`config.mk`:
```
export PLATFORM = sky130hd
export DESIGN_NAME = apb_fifo_slave
export DESIGN_NICKNAME = d
export VERILOG_FILES = /design/src/rtl/apb_fifo_pkg.sv /design/src/rtl/fifo_sync.sv /design/src/rtl/apb_fifo_slave.sv
export SDC_FILE = /design/constraint.sdc
export NUM_CORES = 1
export LEC_CHECK = 0
export BUFFER_PORTS_ARGS = -buffer_cell sky130_fd_sc_hd__buf_2
export CAP_MARGIN = 20
export CORE_MARGIN = 8
export CORE_UTILIZATION = 60
export CTS_CLUSTER_SIZE = 24
export DETAILED_ROUTE_END_ITERATION = 10
export PLACE_DENSITY = 0.78
export SETUP_SLACK_MARGIN = 0.02
export SLEW_MARGIN = 20
export SYNTH_ARGS = -nofsm -noshare
export SYNTH_HDL_FRONTEND = slang
export SYNTH_SLANG_ARGS = --single-unit
```
`constraint.sdc`:
```
create_clock -name PCLK -period 5.1 [get_ports PCLK]
set_input_delay 0.765 -clock PCLK [delete_from_list [all_inputs] [get_ports PCLK]]
set_output_delay 0.765 -clock PCLK [all_outputs]
set_load 0.01 [all_outputs]
```
`src/rtl/apb_fifo_pkg.sv`:
```
// Shared register offsets and bit positions for the APB FIFO completer.
package apb_fifo_pkg;

   localparam logic [1:0] OFS_STATUS = 2'd0;
   localparam logic [1:0] OFS_PUSH   = 2'd1;
   localparam logic [1:0] OFS_POP    = 2'd2;
   localparam logic [1:0] OFS_CTRL   = 2'd3;

   localparam int ST_EMPTY   = 0;
   localparam int ST_FULL    = 1;
   localparam int ST_OVF     = 2;
   localparam int ST_UNF     = 3;
   localparam int ST_CNT_LSB = 8;
   localparam int ST_CNT_MSB = 15;

   localparam int CTRL_FLUSH  = 0;
   localparam int CTRL_IRQ_EN = 1;

endpackage

```
`src/rtl/fifo_sync.sv`:
```
// Synchronous FIFO storage with head-of-queue lookahead; push-when-full and
// pop-when-empty requests are ignored here and reported by the caller.
module fifo_sync #(
   parameter int DEPTH = 16,
   parameter int WIDTH = 32
) (
   input  logic                       PCLK,
   input  logic                       PRESET,
   input  logic                       push,
   input  logic [WIDTH-1:0]           wdata,
   input  logic                       pop,
   input  logic                       flush,
   output logic [WIDTH-1:0]           rdata,
   output logic                       empty,
   output logic                       full,
   output logic [$clog2(DEPTH):0]     count
);

   localparam int AW = $clog2(DEPTH);
   localparam int CW = AW + 1;

   logic [WIDTH-1:0] r_mem [DEPTH];
   logic [AW-1:0]    r_wptr;
   logic [AW-1:0]    r_rptr;
   logic [CW-1:0]    r_count;
   logic             w_do_push;
   logic             w_do_pop;

   assign empty     = (r_count == '0);
   assign full      = (r_count == CW'(DEPTH));
   assign count     = r_count;
   assign rdata     = r_mem[r_rptr];
   assign w_do_push = push & ~full;
   assign w_do_pop  = pop & ~empty;

   always_ff @(posedge PCLK) begin
      if (w_do_push) begin
         r_mem[r_wptr] <= wdata;
      end
   end

   // Pointers are AW bits wide, so wrap modulo DEPTH falls out naturally.
   always_ff @(posedge PCLK) begin
      if (PRESET || flush) begin
         r_wptr  <= '0;
         r_rptr  <= '0;
         r_count <= '0;
      end else begin
         if (w_do_push) begin
            r_wptr <= r_wptr + AW'(1);
         end
         if (w_do_pop) begin
            r_rptr <= r_rptr + AW'(1);
         end
         case ({w_do_push, w_do_pop})
            2'b10:   r_count <= r_count + CW'(1);
            2'b01:   r_count <= r_count - CW'(1);
            default: r_count <= r_count;
         endcase
      end
   end

endmodule

```
`src/rtl/apb_fifo_slave.sv`:
```
// APB completer exposing a FIFO through STATUS/PUSH/POP/CTRL word registers.
// Optional PSLVERR output is enabled by defining APB_FIFO_PSLVERR_EN.
module apb_fifo_slave
   import apb_fifo_pkg::*;
#(
   parameter int DEPTH       = 16,
   parameter int WAIT_STATES = 0
) (
   input  logic        PCLK,
   input  logic        PRESET,
   input  logic        PSEL,
   input  logic        PENABLE,
   input  logic [31:0] PADDR,
   input  logic        PWRITE,
   input  logic [31:0] PWDATA,
   output logic [31:0] PRDATA,
   output logic        PREADY,
`ifdef APB_FIFO_PSLVERR_EN
   output logic        PSLVERR,
`endif
   output logic        irq
);

   localparam int         CW = $clog2(DEPTH) + 1;
   localparam logic [2:0] WS = 3'(WAIT_STATES);

   logic          w_setup;
   logic          w_access;
   logic          w_done;
   logic [1:0]    w_ofs;
   logic          w_push;
   logic          w_pop;
   logic          w_wr_ctrl;
   logic          w_flush;
   logic          w_empty;
   logic          w_full;
   logic [CW-1:0] w_count;
   logic [31:0]   w_head;
   logic [31:0]   w_status;
   logic [31:0]   w_rdmux;
   logic          w_unused_paddr;

   logic [2:0]    r_wcnt;
   logic          r_ovf;
   logic          r_unf;
   logic          r_irq_en;
   logic          r_irq;

   assign w_setup        = PSEL & ~PENABLE;
   assign w_access       = PSEL & PENABLE;
   assign w_ofs          = PADDR[3:2];
   assign w_unused_paddr = ^{PADDR[31:4], PADDR[1:0]};

   // PREADY is masked by PRESET so a transfer cut by reset never completes.
   assign PREADY    = w_access & (r_wcnt == WS) & ~PRESET;
   assign w_done    = PREADY;
   assign w_push    = w_done &  PWRITE & (w_ofs == OFS_PUSH);
   assign w_pop     = w_done & ~PWRITE & (w_ofs == OFS_POP);
   assign w_wr_ctrl = w_done &  PWRITE & (w_ofs == OFS_CTRL);
   assign w_flush   = w_wr_ctrl & PWDATA[CTRL_FLUSH];

   always_ff @(posedge PCLK) begin
      if (PRESET) begin
         r_wcnt <= '0;
      end else if (w_setup) begin
         r_wcnt <= '0;
      end else if (w_access && (r_wcnt != WS)) begin
         r_wcnt <= r_wcnt + 3'd1;
      end
   end

   always_ff @(posedge PCLK) begin
      if (PRESET) begin
         r_ovf    <= 1'b0;
         r_unf    <= 1'b0;
         r_irq_en <= 1'b0;
         r_irq    <= 1'b0;
      end else begin
         if (w_flush) begin
            r_ovf <= 1'b0;
            r_unf <= 1'b0;
         end else begin
            if (w_push && w_full) begin
               r_ovf <= 1'b1;
            end
            if (w_pop && w_empty) begin
               r_unf <= 1'b1;
            end
         end
         if (w_wr_ctrl) begin
            r_irq_en <= PWDATA[CTRL_IRQ_EN];
         end
         r_irq <= r_irq_en & ~w_empty;
      end
   end

   assign irq = r_irq & ~PRESET;

   fifo_sync #(
      .DEPTH (DEPTH),
      .WIDTH (32)
   ) u_fifo (
      .PCLK   (PCLK),
      .PRESET (PRESET),
      .push   (w_push),
      .wdata  (PWDATA),
      .pop    (w_pop),
      .flush  (w_flush),
      .rdata  (w_head),
      .empty  (w_empty),
      .full   (w_full),
      .count  (w_count)
   );

   always_comb begin
      w_status                         = '0;
      w_status[ST_EMPTY]               = w_empty;
      w_status[ST_FULL]                = w_full;
      w_status[ST_OVF]                 = r_ovf;
      w_status[ST_UNF]                 = r_unf;
      w_status[ST_CNT_MSB:ST_CNT_LSB]  = 8'(w_count);
   end

   always_comb begin
      w_rdmux = '0;
      case (w_ofs)
         OFS_STATUS: w_rdmux = w_status;
         OFS_POP:    w_rdmux = w_empty ? '0 : w_head;
         OFS_CTRL:   w_rdmux[CTRL_IRQ_EN] = r_irq_en;
         default:    w_rdmux = '0;
      endcase
   end

   assign PRDATA = (PSEL && !PRESET) ? w_rdmux : '0;

`ifdef APB_FIFO_PSLVERR_EN
   assign PSLVERR = w_done & ((w_push & w_full) | (w_pop & w_empty) |
                              (PWRITE & ((w_ofs == OFS_STATUS) | (w_ofs == OFS_POP))));
`endif

endmodule

```
**Word level (Yosys, flattened, before mapping)**

Memories as Yosys holds them, arrays and structs flattened. A register that Yosys moved wholly into a read port is not among the register bits.
Cells that the tools add are included.

- Reduce and logical (&&, ||, !) cells: 13
- Eq/ne operators: 6
- Bitwise operators: 19
- Mux-type cells: 10
- Add/sub/neg operators: 5

Operator list:

| operator | count |
|---|---|
| $mux W32 | 2 |
| $pmux W30 S2 | 1 |
| $and A1 B1 Y1 | 14 |
| $pmux W5 S2 | 1 |
| $add A4 B1 Y4 const B | 2 |
| $mux W4 | 2 |
| $eq A2 B2 Y1 const B | 3 |
| $add A5 B1 Y5 const B | 1 |
| $eq A5 B5 Y1 const B | 1 |
| $logic_not A5 Y1 | 1 |
| $not A1 Y1 | 5 |
| $sub A5 B1 Y5 const B | 1 |
| $eq A2 B1 Y1 const B | 2 |
| $logic_and A1 B1 Y1 | 4 |
| $reduce_or A2 Y1 | 2 |
| $add A3 B1 Y3 const B | 1 |
| $logic_not A3 Y1 | 1 |
| $pmux W1 S3 | 1 |
| $reduce_bool A3 Y1 | 1 |
| $logic_not A2 Y1 | 1 |
| $mux W1 | 2 |
| $pmux W1 S2 | 1 |
| $reduce_bool A2 Y1 | 1 |
| $logic_not A1 Y1 | 1 |
| $logic_or A1 B1 Y1 | 1 |

- Logic and storage cells: 62
- Output and inout port bits: 34
- Memories: 1
- RAM bits: 512
- Flip-flop bits (word level): 20

Memory list:

| memory | depth | width | rd ports | clocked after memory_dff | write ports | line | RTL |
|---|---|---|---|---|---|---|---|
| u_fifo.r_mem | 16 | 32 | 1 | 1 | 1 | fifo_sync.sv:22 | `logic [WIDTH-1:0] r_mem [DEPTH];` |

**Longest topological paths before layout**

- Depth in word-level cells: 8
- Gate-level depth with buffers: 15
- Depth with buffers taken out: 13

**Modules after synthesis**

Synthesis repeated with hierarchy kept, for this count alone.

- Cell total of the unflattened synthesis: 1,017
- Area, all modules: 20,863.8 sq um

Modules (own cells, without submodules):

| module | sequential area each (sq um) | cells an instance | instances | area an instance (sq um) |
|---|---|---|---|---|
| fifo_sync | 15,715.1 | 911 | 1 | 20,111.8 |
| apb_fifo_slave | 140.1 | 106 | 1 | 752.0 |

**Worst setup path after synthesis**

No wires, ideal clock.

- Path kind: input-to-reg
- Start point: input port PSEL
- End point: memory u_fifo.r_mem[0][0], enable pin
- Path slack: 612 ps
- Path buffers: 1
- Data required time: 4,639 ps
- Arrival time: 4,027 ps
- Stages: 6
- Setup time: 461 ps
- Path through: nand4b_1 nor4_1 and2_1 clkbuf_1 nand2_1 nor3_1

- Longest elaborated chain between the ends: 8

Ends and longest elaborated chain:

| item | line | RTL |
|---|---|---|
| start: declaration | apb_fifo_slave.sv:11 | `input logic PSEL,` |
| $and A1 B1 Y1 | apb_fifo_slave.sv:50 | `assign w_access = PSEL & PENABLE;` |
| $and A1 B1 Y1 (2 in a row) | apb_fifo_slave.sv:55 | `assign PREADY = w_access & (r_wcnt == WS) & ~PRESET;` |
| $and A1 B1 Y1 (2 in a row) | apb_fifo_slave.sv:57 | `assign w_push = w_done & PWRITE & (w_ofs == OFS_PUSH);` |
| $and A1 B1 Y1 | fifo_sync.sv:33 | `assign w_do_push = push & ~full;` |
| $mux W1 | fifo_sync.sv:37 | `if (w_do_push) begin` |
| $mux W1 (implied by the code) | fifo_sync.sv:38 | `r_mem[r_wptr] <= wdata;` |
| end: declaration | fifo_sync.sv:22 |  |

Every way passes these cells.

==> metrics.md <==
| Metric | Value |
|---|---|
| Run status | `finished, final reports clean` |
| Required @ worst endpoint | `4.34 ns` |
| Synth Area per Inst | `about 21 sq um` |
| Post-Synth XOR/XNOR Area | `0.379%` |
| Slew headroom | `25.7%` |
| CP max FO | `49` |
| Total GRT Usage | `21.0%` |
| Slowest CP cell | `nor2b_1` |
| Diodes inserted | `0` |
| Most frequent cells in the layout | `edfxtp_1, mux4_2, buf_2` |
| WS Path Type | `flop to output pin` |
| Postcts setup bufs | `0` |
| Routed wire per std cell | `27.3 um` |
| Cell chain of the critical path | `buf_4 -> nor2b_1 -> a22oi_1 -> a21oi_1 -> a21o_1 -> buf_2` |
| Htree depth | `2` |
| Synth Area in Compound Gates | `3.43%` |
| Max stage delay on crit path | `0.96 ns` |
| Antenna Nets Post-Route | `0` |
| Clk pin slew, worst setup/hold paths | `0.06 ns` |
| Cells after synthesis | `between 900 and 1000` |
| Post-synth EDFFs | `512` |
| Post-synthesis net count | `1064` |
| FP Rows | `around 70` |
| Cts bufs inserted | `52` |
| Worst hold slack | `0.485 ns` |
| CTS tree | `done` |
| Register area | `15900 sq um` |
| RSZ-0062 raised after global routing | `false` |
| Clk Latency, worst-skew pair | `roughly 0.56 ns` |
| Design area | `23500 sq um` |
| Vias in the first global route | `about 11000` |
| Clock buffer depth | `3` |
| Crit path DAT | `3.33 ns` |
| Tmin final | `4.10 ns` |
| Post-Synth Adder-Cell Area | `0.541%` |
| Fin. max-slew vios | `0` |
| Hold Crit Class | `flop to flop` |
| Full die area | `approximately 41000 sq um` |
| Die height | `202 um` |
| Detailed Place HPWL | `approximately 24 mm` |
| Core area | `34400 sq um` |
| Via count | `10200` |
| Max cap viols | `0` |
| Largest family of logic cells by synthesized area | `multiplexers` |
| Cts hold-fix bufs | `0` |
| Seq cells post-synth | `536` |
| Simple-gate share of the synthesized area | `2.79%` |
| Most common cell after layout, fill and taps aside | `edfxtp_1` |
| Critical path buffer and inverter count | `2` |
| Fin Setup TNS | `0 ns` |
| Worst slew pin tran | `1.11 ns` |
| IO buf count | `just over 70` |
| Number of nets in the final layout | `1166` |
| Mapped Area | `20800 sq um` |
| Antenna violations before repair | `1` |
| Asr flop ratio synth | `0%` |
| Post-CTS Resized | `0` |
| CP delay by family, top | `simple AND/OR/NAND/NOR gates` |
| Setup violators final | `0` |
| Clock sinks | `536` |
| Fin crit share | `80.3%` |
| Fmax | `244 MHz` |
| Initial Util | `60.5%` |
| Residual DRC count | `0` |
| Drt pass-1 iters | `5` |
| Total Wirelength | `43.2 mm` |
| Post-synthesis mux area share | `between 10% and 20%` |
| Startpoint types | `flop` |
| Cell variety after synth | `44` |
| Synth-to-Final Area Change | `12.8%` |
| Peak VDD IR | `262 uV` |
| Seq/Total Area, Yosys | `76.2%` |
| Largest net degree at the start of global routing | `57` |
| Placed cell area | `21900 sq um` |
| Fillers | `2136` |
| Prevailing post-synth register cell | `edfxtp_1` |
| Multi-input logic area | `4790 sq um` |
| Share of layout cells above drive strength 1 | `29.6%` |
| P_leak | `7.36 nW` |
| Starting DRT DRC Count | `1086` |
| Ports | `103` |
| Clock root cell | `clkbuf_16` |
| YS warnings | `0` |
| First-pass GRT wire length | `65.3 mm` |
| Pwr per Cell Area | `360 nW/um^2` |
| Placer Congestion | `0.769` |
| DIE WIDTH | `slightly above 200 um` |
| GRT overflow | `0` |
| Setup crit end kind | `output pin` |
| Avg Vias per Cell | `~6.4` |
| Final Hold Fails | `0` |
| Layout Skew | `~0.017 ns` |
## cell type report
cell class,instances,area share [%]
inverters,7,0.112
well taps,455,2.43
repair buffers,106,2.73
clock buffers,63,5.81
clock inverters,32,0.848
flip-flops and latches,536,67.7
multi-input cells,385,20.4
## flip-flops by register name, summed over array words and instances (netlist names), named ones only
register,cells
u_fifo.count,5
u_fifo.r_mem,512
u_fifo.r_wptr,4
r_wcnt,3
r_irq_en,1
r_unf,1
r_irq,1
u_fifo.r_rptr,4
r_ovf,1
## synth_stat cells, types with 3 or more instances
cell type | n | area, sq um
edfxtp_1 | 512 | 15400
a21oi_1 | 14 | 70.1
inv_1 | 7 | 26.3
a22oi_1 | 20 | 150
a21o_1 | 9 | 67.6
nor2_1 | 37 | 139
o21ai_0 | 5 | 25.0
nand2_1 | 11 | 41.3
nor3_1 | 10 | 50.1
buf_2 | 16 | 80.1
buf_1 | 9 | 33.8
clkbuf_1 | 30 | 113
nor4_1 | 3 | 18.8
xor2_1 | 7 | 61.3
mux4_2 | 129 | 2910
nand2b_1 | 5 | 31.3
a211oi_1 | 44 | 330
dfxtp_1 | 24 | 480
nor2b_1 | 27 | 169
ha_1 | 9 | 113
mux2i_1 | 26 | 260
## logic make-up (layout without fill, tap and decap cells)
group,count (synthesis),count (layout)
XOR/XNOR,9,9
AND/OR/NAND/NOR,110,110
multiplexers,156,156
flip-flops,536,536
AO/OA/AOI/OAI,101,101
buffers and inverters,65,208
adder cells (fa/ha/maj),9,9
## metrics by stage
step / std cells / total power, mW / setup slack (ns) / util [%]
after global routing: 1584 / 8.68 / 0.900 / 68.2
after detailed placement: 1489 / 5.00 / 1.35 / 63.7
after floorplan: 986 / 4.93 / 0.612 / -
final: 1584 / 8.45 / 1.00 / 68.2
after CTS: 1584 / 8.50 / 1.07 / 68.2
after global placement: 1489 / 4.99 / 1.42 / 63.7
## per-layer routing
| metal | wire [um] | vias up | global-route usage [%] |
|---|---|---|---|
| li1 | - | 4322 | - |
| met1 | 17100 | 5295 | 28.0 |
| met2 | 22000 | 470 | 35.4 |
| met3 | 3220 | 67 | 4.02 |
| met4 | 839 | 2 | 5.83 |
| met5 | 13 | - | 0 |
## power breakdown
group	internal, mW	total (mW)	leakage [nW]	switching [mW]
sequential	4.81	4.82	4.80	0.00102
clock	2.00	3.54	0.764	1.55
combinational	0.0179	0.0872	1.80	0.0693
## worst paths after layout
kind	startpoint	endpoint	slack (ns)	cells past startpoint
hold / removal	r_ovf	r_ovf	0.49	2
setup reg to reg	r_wcnt[0]	u_fifo.r_mem[5][24]	1.62	8
hold reg to reg	r_ovf	r_ovf	0.49	2
setup / recovery	flop	PRDATA[12]	1.00	6
## tightest hold or removal path, stage by stage, from the launching register on
cell     delay [ns]
dfxtp_1        0.33
a31oi_1        0.05
nor2_1         0.07
Note: power is estimated with default switching activity, not from simulation.
